`config.mk`:
```
export PLATFORM = sky130hd
export DESIGN_NAME = acc_cpu_flat
export DESIGN_NICKNAME = d
export VERILOG_FILES = /design/src/rtl/acc_cpu_if.sv /design/src/rtl/acc_cpu.sv /design/src/flat_wrapper.sv
export SDC_FILE = /design/constraint.sdc
export NUM_CORES = 1
export LEC_CHECK = 0
export CORE_UTILIZATION = 30
export DETAILED_ROUTE_END_ITERATION = 8
export HOLD_SLACK_MARGIN = 0.02
export MAX_ROUTING_LAYER = met4
export PLACE_DENSITY_LB_ADDON = 0.05
export SLEW_MARGIN = 10
export SYNTH_ARGS = -nofsm -noshare
export SYNTH_HDL_FRONTEND = slang
export SYNTH_SLANG_ARGS = --single-unit
```
`constraint.sdc`:
```
create_clock -name clk -period 8.8 [get_ports clk]
set_input_delay 2.2 -clock clk [delete_from_list [all_inputs] [get_ports clk]]
set_output_delay 2.2 -clock clk [all_outputs]
set_load 0.03 [all_outputs]
```
`src/rtl/acc_cpu_if.sv`:
```
// Host-side bus of the accumulator CPU: program-load port plus the in/out streams.
// Handshake rule: a transfer happens on the rising edge where valid && ready are both 1.
interface acc_cpu_if #(
  parameter int DATA_W = 8,
  parameter int ADDR_W = 4
);
  logic                prog_we;
  logic [ADDR_W-1:0]   prog_addr;
  logic [ADDR_W+3:0]   prog_data;
  logic [DATA_W-1:0]   in_data;
  logic                in_valid;
  logic                in_ready;
  logic [DATA_W-1:0]   out_data;
  logic                out_valid;
  logic                out_ready;

  modport master (
    output prog_we, prog_addr, prog_data, in_data, in_valid, out_ready,
    input  in_ready, out_data, out_valid
  );

  modport slave (
    input  prog_we, prog_addr, prog_data, in_data, in_valid, out_ready,
    output in_ready, out_data, out_valid
  );
endinterface

```
`src/rtl/acc_cpu.sv`:
```
// Multi-cycle accumulator CPU (HALT/FETCH/EXEC) with loadable program memory and stream IO.
// Optional feature: define ACC_CPU_SHIFT_EN to make opcode E a left shift (otherwise NOP).
module acc_cpu #(
  parameter int DATA_W = 8,
  parameter int ADDR_W = 4
) (
  input  logic              clk,
  input  logic              rst,
  input  logic              start,
  acc_cpu_if.slave          bus,
  output logic              hlt,
  output logic              z_flag,
  output logic              s_flag,
  output logic              c_flag,
  output logic [ADDR_W-1:0] pc,
  output logic [1:0]        state_dbg
);
  localparam int IW    = 4 + ADDR_W;
  localparam int DEPTH = 1 << ADDR_W;

  localparam logic [3:0] OP_NOP = 4'h0, OP_LDI = 4'h1, OP_LDA = 4'h2, OP_STA = 4'h3;
  localparam logic [3:0] OP_ADD = 4'h4, OP_SUB = 4'h5, OP_AND = 4'h6, OP_OR  = 4'h7;
  localparam logic [3:0] OP_XOR = 4'h8, OP_JMP = 4'h9, OP_JZ  = 4'hA, OP_JC  = 4'hB;
  localparam logic [3:0] OP_IN  = 4'hC, OP_OUT = 4'hD, OP_SHL = 4'hE, OP_HLT = 4'hF;

  typedef enum logic [1:0] {S_HALT = 2'd0, S_FETCH = 2'd1, S_EXEC = 2'd2} state_t;

  state_t              state, state_n;
  logic [ADDR_W-1:0]   pc_n;
  logic [IW-1:0]       ir, ir_n;
  logic [DATA_W-1:0]   acc, acc_n;
  logic                z_n, s_n, c_n, flag_upd;
  logic                imem_we, dmem_we;
  logic [DATA_W:0]     sum;

  logic [IW-1:0]       imem [DEPTH];
  logic [DATA_W-1:0]   dmem [DEPTH];

  logic [3:0]          op;
  logic [ADDR_W-1:0]   a;
  logic [DATA_W-1:0]   dval;

  assign op   = ir[IW-1 -: 4];
  assign a    = ir[ADDR_W-1:0];
  assign dval = dmem[a];

  assign hlt           = (state == S_HALT);
  assign state_dbg     = state;
  assign bus.out_data  = acc;
  assign bus.in_ready  = (state == S_EXEC) && (op == OP_IN);
  assign bus.out_valid = (state == S_EXEC) && (op == OP_OUT);

  // Gated by rst as well so nothing lands in memory while reset is held.
  assign imem_we = (state == S_HALT) && bus.prog_we && !rst;

  always_comb begin
    state_n  = state;
    pc_n     = pc;
    ir_n     = ir;
    acc_n    = acc;
    z_n      = z_flag;
    s_n      = s_flag;
    c_n      = c_flag;
    flag_upd = 1'b0;
    dmem_we  = 1'b0;
    sum      = '0;
    unique case (state)
      S_HALT: begin
        if (start) begin
          pc_n    = '0;
          state_n = S_FETCH;
        end
      end
      S_FETCH: begin
        ir_n    = imem[pc];
        pc_n    = pc + ADDR_W'(1);
        state_n = S_EXEC;
      end
      S_EXEC: begin
        state_n = S_FETCH;
        case (op)
          OP_LDI: begin acc_n = DATA_W'(a); flag_upd = 1'b1; end
          OP_LDA: begin acc_n = dval;       flag_upd = 1'b1; end
          OP_STA: dmem_we = 1'b1;
          OP_ADD: begin
            sum      = {1'b0, acc} + {1'b0, dval};
            acc_n    = sum[DATA_W-1:0];
            c_n      = sum[DATA_W];
            flag_upd = 1'b1;
          end
          OP_SUB: begin
            acc_n    = acc - dval;
            c_n      = (acc < dval);
            flag_upd = 1'b1;
          end
          OP_AND: begin acc_n = acc & dval; flag_upd = 1'b1; end
          OP_OR:  begin acc_n = acc | dval; flag_upd = 1'b1; end
          OP_XOR: begin acc_n = acc ^ dval; flag_upd = 1'b1; end
          OP_JMP: pc_n = a;
          OP_JZ:  if (z_flag) pc_n = a;
          OP_JC:  if (c_flag) pc_n = a;
          OP_IN: begin
            if (bus.in_valid) begin
              acc_n    = bus.in_data;
              flag_upd = 1'b1;
            end else begin
              state_n = S_EXEC;
            end
          end
          OP_OUT: if (!bus.out_ready) state_n = S_EXEC;
          OP_SHL: begin
`ifdef ACC_CPU_SHIFT_EN
            c_n      = acc[DATA_W-1];
            acc_n    = {acc[DATA_W-2:0], 1'b0};
            flag_upd = 1'b1;
`endif
          end
          OP_HLT: state_n = S_HALT;
          default: ;
        endcase
      end
      default: state_n = S_HALT;
    endcase
    if (flag_upd) begin
      z_n = (acc_n == '0);
      s_n = acc_n[DATA_W-1];
    end
  end

  always_ff @(posedge clk or posedge rst) begin
    if (rst) begin
      state  <= S_HALT;
      pc     <= '0;
      ir     <= '0;
      acc    <= '0;
      z_flag <= 1'b0;
      s_flag <= 1'b0;
      c_flag <= 1'b0;
    end else begin
      state  <= state_n;
      pc     <= pc_n;
      ir     <= ir_n;
      acc    <= acc_n;
      z_flag <= z_n;
      s_flag <= s_n;
      c_flag <= c_n;
    end
  end

  // Memories carry no reset; dmem_we is only raised in EXEC, which reset leaves at once.
  always_ff @(posedge clk) begin
    if (imem_we) imem[bus.prog_addr] <= bus.prog_data;
    if (dmem_we) dmem[a] <= acc;
  end
endmodule

```
`src/flat_wrapper.sv`:
```
// flat-port wrapper written by rule: the top's interface ports become plain ports
module acc_cpu_flat 
#(
  parameter int DATA_W = 8,
  parameter int ADDR_W = 4
)
  (clk, rst, start, hlt, z_flag, s_flag, c_flag, pc, state_dbg, bus_prog_we, bus_prog_addr, bus_prog_data, bus_in_data, bus_in_valid, bus_out_ready, bus_in_ready, bus_out_data, bus_out_valid);
  acc_cpu_if #(.DATA_W(DATA_W), .ADDR_W(ADDR_W)) bus_i ();
  input  logic clk;
  input  logic rst;
  input  logic start;
  output logic hlt;
  output logic z_flag;
  output logic s_flag;
  output logic c_flag;
  output logic [ADDR_W-1:0] pc;
  output logic [1:0] state_dbg;
  input wire logic [$bits(bus_i.prog_we)-1:0] bus_prog_we;
  input wire logic [$bits(bus_i.prog_addr)-1:0] bus_prog_addr;
  input wire logic [$bits(bus_i.prog_data)-1:0] bus_prog_data;
  input wire logic [$bits(bus_i.in_data)-1:0] bus_in_data;
  input wire logic [$bits(bus_i.in_valid)-1:0] bus_in_valid;
  input wire logic [$bits(bus_i.out_ready)-1:0] bus_out_ready;
  output wire logic [$bits(bus_i.in_ready)-1:0] bus_in_ready;
  output wire logic [$bits(bus_i.out_data)-1:0] bus_out_data;
  output wire logic [$bits(bus_i.out_valid)-1:0] bus_out_valid;
  assign bus_i.prog_we = bus_prog_we;
  assign bus_i.prog_addr = bus_prog_addr;
  assign bus_i.prog_data = bus_prog_data;
  assign bus_i.in_data = bus_in_data;
  assign bus_i.in_valid = bus_in_valid;
  assign bus_i.out_ready = bus_out_ready;
  assign bus_in_ready = bus_i.in_ready;
  assign bus_out_data = bus_i.out_data;
  assign bus_out_valid = bus_i.out_valid;
  acc_cpu #(.DATA_W(DATA_W), .ADDR_W(ADDR_W)) u_core (.clk(clk), .rst(rst), .start(start), .bus(bus_i), .hlt(hlt), .z_flag(z_flag), .s_flag(s_flag), .c_flag(c_flag), .pc(pc), .state_dbg(state_dbg));
endmodule
```
==> results.toml, run 1 <==
[status]
status = "completed"

[pwr]
power.leakage_nw = 4.83
powerDensity_nw_per_um2 = 354
ir_drop_mv = 0.134

[setup_path]
crit_arrival_ps = 2670
crit_slowest_cell = "clkdlybuf4s50_1"
start_kind = "flop"
r2r_slack_ps = 4110
critPathKind = "reg2out"
path_cells = "inv_1 -> ha_1 -> nand3_1 -> nor3_1 -> clkdlybuf4s50_1"
worstRegToRegCells = 16
reg2reg_from = "u_core.ir[0]"
r2r-end = "u_core.z_flag"
end_kind = "output port"
max_stage_delay_ps = 710
crit_fanout = 10
crit_required_ps = 6600

[final_layout]
syn2layout_area_growth_pct = 16.8
drive_gt1_share_pct = 14.4
fill_cells = 3902
nNetsFinal = 923
layout_common_cells = "edfxtp_1, nor2_1, nand2_1"
final_common_cell = "edfxtp_1"
n_antenna_cell = 0

[placement]
hpwlAfterDp_um = 22500
gp_congestion = 0.822
port_buffers = 45
preCtsSetupSlack_ps = 3960

[yosys]
synth_top_flop_cell = "edfxtp_1"
ys_types = 65
syn_area_um2 = 12700
yosysSeqAreaShare_pct = 65.7
synth-edff-count = 256
synth_top_cell_by_area = "edfxtp_1"
async_flop_share_pct = 8.90
yosysTopAreaCellShare_pct = 60.8
syn_nets = 873
synthTopCellsByArea = "edfxtp_1, mux4_2, dfrtp_1"
yosysWarnings = 0
syn_area_per_cell_um2 = 15.5
ys_ff_latch = 281
syn_inst = 816

[grt]
antenna_found_initial = 0
grt_max_degree = 52
grt_util_all_layers_pct = 16.6
overflow = 0
grt_pass1_vias = 7847
grt_pass1_wl_um = 51400

[timing]
rsz0062_at_grt = "false"
fin_skew_ps = 12.9
fin_ws_ps = 3930
slew_violations = 0
timing.final.crit_share_pct = 55.3
fin_crit_ps = 4870
fmaxAchievable_mhz = 205
slew_headroom_pct = 22.1
finalSetupViolCount = 0
report.final.hold_viol_count = 0
worstMarginPinSlew_ps = 1160
worst_hold_slack_ps = 524
finalSetupTns_ps = 0

[floorplan]
io-pin-count = 46
core_area_um2 = 41200
initial_core_util_pct = 30.7
die_h_um = 207
die_w_um = 207
die_area_um2 = 43000
num_rows = 74

[drt]
ant_nets = 0
routedWlPerCell_um = 23.8
first_pass_iters = 5
totalWireLength_um = 33900
drtIter0Drc = 421
vias_per_cell = 5.10
vias = 7258
route.detailed.drc = 0

[hold_path]
hp-start = "u_core.ir[4]"
min_path_cells = 1
hold_path.class = "reg2reg"
min_to = "u_core.ir[4]"

[cts]
cts_tree = "built"
path_clk_slew_ps = 60
cts_setup_buffers = 0
cts_hold_buf = 0
cts_resized = 0
cts.sinks = 281
clk_latency_ps = 530
cts_buffers = 34
clockRootBuffer = "clkbuf_16"
cts_max_level = 2
clk_path_buf_depth = 3

[run]
drv_cap = 0
==> flip-flops by register name, summed over array words and instances (netlist names) <==
name / flops
u_core.pc: 4
u_core.state_dbg: 2
u_core.imem: 128
u_core.ir: 8
u_core.dmem: 128
u_core.s_flag: 1
u_core.z_flag: 1
u_core.bus.out_data: 8
u_core.c_flag: 1
==> metrics by stage <==
stage,instance area (µm²),utilization (%),power (mW),std cells
floorplan,12700,-,3.18,816
global placement,13700,33.2,3.88,1362
finish,14800,35.9,5.23,1422
CTS,14800,35.9,5.29,1422
global route,14800,35.9,5.52,1422
detailed placement,13700,33.2,3.90,1362
==> logic make-up (layout without fill, tap and decap cells) <==
group / after synthesis / count (layout) / synth area share (%)
flops: 281 / 281 / 65.7
simple gates: 192 / 192 / 7.64
compound gates: 134 / 134 / 7.60
mux: 100 / 100 / 13.1
buf+inv: 74 / 148 / 2.49
fa+ha+maj: 31 / 31 / 3.18
xor+xnor: 4 / 4 / 0.277
==> critical path, delay by kind of cell, from the launching register on <==
family / cells / cell delay, ps
fa+ha+maj: 1 / 440
buf+inv: 2 / 820
flops: 1 / 460
simple gates: 2 / 420
==> metal layers <==
layer / global-route usage, % / share of wire [%] / wire length [µm] / vias up
li1: - / - / - / 3338
met1: 20.5 / 43 / 14600 / 3725
met2: 28.6 / 52 / 17500 / 166
met3: 2.53 / 3.8 / 1300 / 29
met4: 4.07 / 1.3 / 453 / 0
met5: - / 0 / 0 / -
==> cell usage after synthesis, drive strengths merged (5+ instances only) <==
master,n
a211oi,5
a21o,5
a21oi,26
a221oi,6
a22o,5
a22oi,8
and2,6
buf,15
clkbuf,30
dfrtp,25
edfxtp,256
ha,29
inv,29
mux2,15
mux2i,37
mux4,48
nand2,49
nand2b,13
nand3,14
nand3b,5
nor2,50
nor2b,10
nor3,17
nor3b,6
o21ai,21
o221ai,16
o22ai,10
==> worst max path at each step <==
stage	from	endpoint	slack (ps)	cells after the start
floorplan	rst	u_core.imem[0][0]	4500	4
global placement	rst	u_core.imem[2][7]	4070	7
detailed placement	rst	u_core.imem[0][6]	3960	6
CTS	u_core.state_dbg[0]	bus_in_ready	3860	5
global route	u_core.state_dbg[0]	bus_in_ready	3720	5
finish	u_core.state_dbg[0]	bus_in_ready	3930	5
==> layout make-up <==
cell class | instances | area (µm²) | area share (%)
Timing Repair Buffer | 59 | 556 | 3.76
Sequential cell | 281 | 8320 | 56.3
Multi-Input combinational cell | 461 | 4050 | 27.4
Tap cell | 532 | 666 | 4.50
Clock inverter | 19 | 190 | 1.29
Inverter | 29 | 109 | 0.736
Clock buffer | 41 | 898 | 6.08
==> power by group <==
part           switching, mW  leakage (nW)  internal, mW
Clock                  0.545         0.523         0.819
Combinational           1.28          1.70         0.816
Sequential             0.156          2.61          1.61
Total                   1.98          4.83          3.24
Note: power is estimated with default switching activity, not from simulation.
==> inputs of run 2 (changes only) <==
==> constraint.sdc (replaced) <==
create_clock -name clk -period 5.1 [get_ports clk]
set_input_delay 1.275 -clock clk [delete_from_list [all_inputs] [get_ports clk]]
set_output_delay 1.275 -clock clk [all_outputs]
set_load 0.03 [all_outputs]
==> run 2 against run 1 <==
Sequential power is 79% higher. Critical path depth up 7. Count of clock-buffer cells in the layout increased by 3. Cell count increased by 0.84%. Die area stayed put. Via count is 0.51% higher. Global-route usage down 0.35 points. Utilization is 0.12 points higher. Clock skew rose by 11 ps. Non-clock buffer count increased by 13. Combinational power rose by 64%. Critical endpoint is now u_core.z_flag. Largest power group unchanged. Highest routed layer unchanged.
==> results.toml, run 2 (synthesis gave the netlist of run 1 again) <==
[final_layout]
layout_common_cells = "edfxtp_1, nor2_1, nand2_1"
syn2layout_area_growth_pct = 17.2
fill_cells = 3849
reg_top3 = "u_core.dmem (128), u_core.imem (128)"
nNetsFinal = 936
n_antenna_cell = 0
drive_gt1_share_pct = 15.0
final_common_cell = "edfxtp_1"

[drt]
route.detailed.drc = 0
routedWlPerCell_um = 23.3
drtIter0Drc = 479
vias = 7295
vias_per_cell = 5.09
ant_nets = 0
totalWireLength_um = 33400
first_pass_iters = 5

[floorplan]
io-pin-count = 46
die_area_um2 = 43000
core_area_um2 = 41200
initial_core_util_pct = 30.7
die_h_um = 207
die_w_um = 207
num_rows = 74

[hold_path]
min_path_cells = 1
min_to = "u_core.s_flag"
hp-start = "u_core.s_flag"
hold_path.class = "reg2reg"

[grt]
overflow = 0
grt_pass1_wl_um = 50600
met3_usage_pct = 2.28
antenna_found_initial = 0
grt_util_all_layers_pct = 16.3
grt_use_met1_pct = 20.1
met2_usage_pct = 28.0
grt_pass1_vias = 7762
top_usage_layer = "met2"
grt_max_degree = 53

[setup_path]
r2r-end = "u_core.z_flag"
end_kind = "flop"
crit_required_ps = 5510
r2r_slack_ps = 790
crit_arrival_ps = 4720
crit_fanout = 16
critPathKind = "reg2reg"
worstRegToRegCells = 12
start_kind = "flop"
critPathLaunch = "u_core.ir[0]"
reg2reg_from = "u_core.ir[0]"

[pwr]
powerDensity_nw_per_um2 = 601
intPower_mw = 5.59
p_switching_mw = 3.32
power_frac_seq_pct = 35.3
clkPwrFrac_pct = 26.1
p_sw_share_pct = 37.3
ir_drop_mv = 0.234
power.leakage_nw = 4.89
comb_power_share_pct = 38.6

[run]
drv_cap = 0

[cts]
clk_path_buf_depth = 3
clockRootBuffer = "clkbuf_16"
path_clk_slew_ps = 60
cts_tree = "built"
cts_setup_buffers = 0
cts.sinks = 281
cts_buffers = 34
clk_latency_ps = 520
cts_resized = 0
cts_hold_buf = 0
cts_max_level = 2

[timing]
fin_skew_ps = 23.5
slew_headroom_pct = 31.2
worstMarginPinSlew_ps = 1030
timing.final.crit_share_pct = 84.4
report.final.hold_viol_count = 0
slew_violations = 0
fmaxAchievable_mhz = 232
finalSetupTns_ps = 0
worst_hold_slack_ps = 530
fin_crit_ps = 4310
finalSetupViolCount = 0
rsz0062_at_grt = "false"

[placement]
gp_congestion = 0.871
hpwlAfterDp_um = 22700
port_buffers = 45

[status]
status = "completed"
## run 2: cell count changes in the layout (fill, tap and decap cells not counted), sizes merged
cell / previous run / this run
clkinv: 14 / 11
clkinvlp: 1 / 0
clkbuf: 41 / 44
buf: 14 / 27
## run 2: how the worst max path moves through the flow
stage / end / cells past startpoint
6_report: u_core.z_flag / 12
5_1_grt: u_core.z_flag / 12
4_1_cts: u_core.z_flag / 12
3_5_place_dp: u_core.z_flag / 12
3_3_place_gp: u_core.z_flag / 12
2_1_floorplan: u_core.z_flag / 17
## run 2: final cells by class
type | count | area, µm² | share of cell area (%)
sequential | 281 | 8320 | 56.1
multi-input combinational | 461 | 4020 | 27.1
clock buffer | 44 | 920 | 6.20
tap | 532 | 666 | 4.49
timing repair buffer | 72 | 653 | 4.40
clock inverter | 15 | 144 | 0.970
inverter | 29 | 109 | 0.734
## run 2: critical path, stage by stage, from the launching register on
cell and delay (ps):
dfrtp_2 710, buf_4 360, mux4_1 570, mux2_2 310, o21ai_0 310, ha_1 400
o21ba_2 220, a211oi_1 380, o22ai_1 120, nor2_1 100, a31oi_1 50, o32a_1 330
o41ai_2 320
## run 2: through the flow
step / std cells / cell area, µm² / total power, mW / setup slack (ps) / util, %
5_1_grt: 1434 / 14800 / 9.45 / 491 / 36.0
3_5_place_dp: 1375 / 13800 / 6.68 / 750 / 33.4
2_1_floorplan: 816 / 12700 / 5.49 / 1360 / -
6_report: 1434 / 14800 / 8.92 / 794 / 36.0
3_3_place_gp: 1375 / 13800 / 6.67 / 831 / 33.4
4_1_cts: 1434 / 14800 / 9.04 / 771 / 36.0
## run 2: per-layer routing
metal	up-vias	routed length, µm
li1	3353	-
met1	3736	14400
met2	156	17200
met3	50	1160
met4	0	680
met5	-	0
## run 2: power groups by stage
stage	registers [mW]	clock network [mW]	logic, mW
finish	3.15	2.33	3.44
global route	3.20	2.47	3.78
CTS	3.17	2.39	3.48
detailed placement	3.22	0	3.46
global placement	3.21	0	3.47
floorplan	3.10	0	2.38
==> inputs of run 3 (changes only) <==
==> constraint.sdc (replaced) <==
create_clock -name clk -period 3.4 [get_ports clk]
set_input_delay 0.85 -clock clk [delete_from_list [all_inputs] [get_ports clk]]
set_output_delay 0.85 -clock clk [all_outputs]
set_load 0.03 [all_outputs]
==> run 3 against run 2 <==
The run now ends with negative setup slack left. Sequential share of layout area is 4.6 points lower. Utilization is 3.2 points higher. Count of clock-buffer cells in the layout stayed put. Hold slack better by 46 ps. Worst setup slack worse by 1000 ps. Maximum frequency is 19% higher. Clock skew is 8.3 ps lower. Wire length is 5.4% higher. Sequential cell count stayed put. Sequential power is 44% higher. Largest cell class unchanged. Power is 78% higher. Design area is 8.9% higher.
==> results.toml, run 3 (synthesis gave the netlist of run 1 again) <==
[status]
status = "complete, but fails checks"
violations = "negative setup slack"

[final_layout]
syn2layout_area_growth_pct = 27.6
fill_cells = 3815
fin_util_pct = 39.2
n_antenna_cell = 0
multi_input_area_um2 = 4310
final_common_cell = "edfxtp_1"
reg_top3 = "u_core.dmem (128), u_core.imem (128)"
layout_common_cells = "edfxtp_1, buf_4, nor2_1"
drive_gt1_share_pct = 31.2
register_area_um2 = 8320
nNetsFinal = 1048

[setup_path]
start_kind = "flop"
r2r-end = "u_core.z_flag"
cp_num_buf_inv = 5
path_cells = "buf_12 -> buf_12 -> buf_4 -> mux4_2 -> mux2i_1 -> nand2_1 -> o21ai_1 -> buf_4 -> ha_4 -> buf_4 -> nand2_1 -> o2bb2ai_1 -> a22oi_1 -> nand4_1 -> o32a_1 -> nor3_2 -> nand2_1 -> o41ai_2"
crit_slowest_cell = "mux4_2"
worstRegToRegCells = 18
crit_family = "compound AO/OA/AOI/OAI gates"
crit_required_ps = 3830
max_stage_delay_ps = 450
crit_fanout = 7
critPathKind = "reg2reg"
r2r_slack_ps = -220
crit_arrival_ps = 4050
end_kind = "flop"
reg2reg_from = "u_core.ir[0]"

[timing]
rsz0062_at_grt = "true"
fmaxAchievable_mhz = 277
slew_violations = 0
worstMarginPinSlew_ps = 902
fin_crit_ps = 3620
finalSetupViolCount = 3
fin_ws_ps = -217
report.final.hold_viol_count = 0
fin_skew_ps = 15.3
slew_headroom_pct = 39.7
timing.final.crit_share_pct = 106

[grt]
grt_max_degree = 39
grt_util_all_layers_pct = 17.1
grt_pass1_vias = 8307
antenna_found_initial = 0
grt_pass1_wl_um = 53000
overflow = 0

[floorplan]
die_h_um = 207
die_w_um = 207
initial_core_util_pct = 30.7
io-pin-count = 46
num_rows = 74
core_area_um2 = 41200
die_area_um2 = 43000

[placement]
gp_congestion = 0.896
hpwlAfterDp_um = 24200
port_buffers = 45

[cts]
cts.sinks = 281
cts_buffers = 35
path_clk_slew_ps = 60
cts_max_level = 2
clk_path_buf_depth = 3
cts_hold_buf = 0
clockRootBuffer = "clkbuf_16"
cts_tree = "built"
clk_latency_ps = 530

[pwr]
power.leakage_nw = 5.53
powerDensity_nw_per_um2 = 984
fin_total_pwr_mw = 15.9
ir_drop_mv = 0.362

[drt]
routedWlPerCell_um = 22.8
ant_nets = 0
vias = 7708
drtIter0Drc = 402
totalWireLength_um = 35200
route.detailed.drc = 0
first_pass_iters = 4
vias_per_cell = 4.99

[hold_path]
hp-start = "u_core.ir[2]"
min_to = "u_core.ir[2]"
hold_path.class = "reg2reg"
min_path_cells = 1

[run]
drv_cap = 0
[run 3: stage by stage]
step	setup TNS (ps)	setup slack (ps)	hold WS [ps]	cells	cell area [µm²]
finish	-356	-217	576	1546	16100
global route	-1170	-459	604	1546	16100
CTS	-363	-249	574	1542	16000
detailed placement	-1090	-349	555	1476	14600
global placement	-1080	-369	564	1476	14600
floorplan	-99.2	-99.2	623	816	12700
[run 3: metal layers]
metal / vias to the layer above / GRT usage [%] / wire (µm) / part of all wire [%]
li1: 3566 / - / - / -
met1: 3928 / 20.6 / 15100 / 43
met2: 155 / 28.8 / 17700 / 50
met3: 59 / 2.77 / 1360 / 3.9
met4: 0 / 6.79 / 1080 / 3.1
met5: - / - / 0 / 0
[run 3: where the power goes]
group,switching (mW),internal [mW]
Combinational,4.03,3.70
Clock,1.41,2.20
Sequential,0.390,4.16
[run 3: how the worst max path moves through the flow]
stage	start	endpoint	slack, ps	depth (start not counted)
2_1_floorplan	u_core.ir[0]	u_core.z_flag	-100	18
3_3_place_gp	u_core.ir[0]	u_core.z_flag	-370	14
3_5_place_dp	u_core.ir[0]	u_core.z_flag	-350	13
4_1_cts	u_core.ir[0]	u_core.z_flag	-250	17
5_1_grt	u_core.ir[0]	u_core.z_flag	-460	17
6_report	u_core.ir[0]	u_core.z_flag	-220	18
[run 3: final cells by class]
| type | count | share of cell area, % |
|---|---|---|
| well taps | 532 | 4.12 |
| clock buffers | 44 | 5.90 |
| multi-input cells | 461 | 26.7 |
| inverters | 29 | 0.705 |
| clock inverters | 16 | 0.953 |
| repair buffers | 183 | 10.1 |
| flip-flops and latches | 281 | 51.5 |
[run 3: worst register-to-register path: stages (launching register included)]
cell       delay [ps]
dfrtp_2           410
buf_12            150
buf_12            140
buf_4             130
mux4_2            450
mux2i_1           160
nand2_1           120
o21ai_1            90
buf_4             150
ha_4              230
buf_4             150
nand2_1            60
o2bb2ai_1          70
a22oi_1           150
nand4_1           160
o32a_1            450
nor3_2            160
nand2_1            90
o41ai_2           200
[run 3: repair_timing]
| action | CTS | global route |
|---|---|---|
| resized for setup | 58 | 34 |
| buffers inserted | 6 | 7 |
| gates cloned | 1 | 0 |
| setup endpoints to repair | 8 | 10 |
| pin swaps | 21 | 20 |
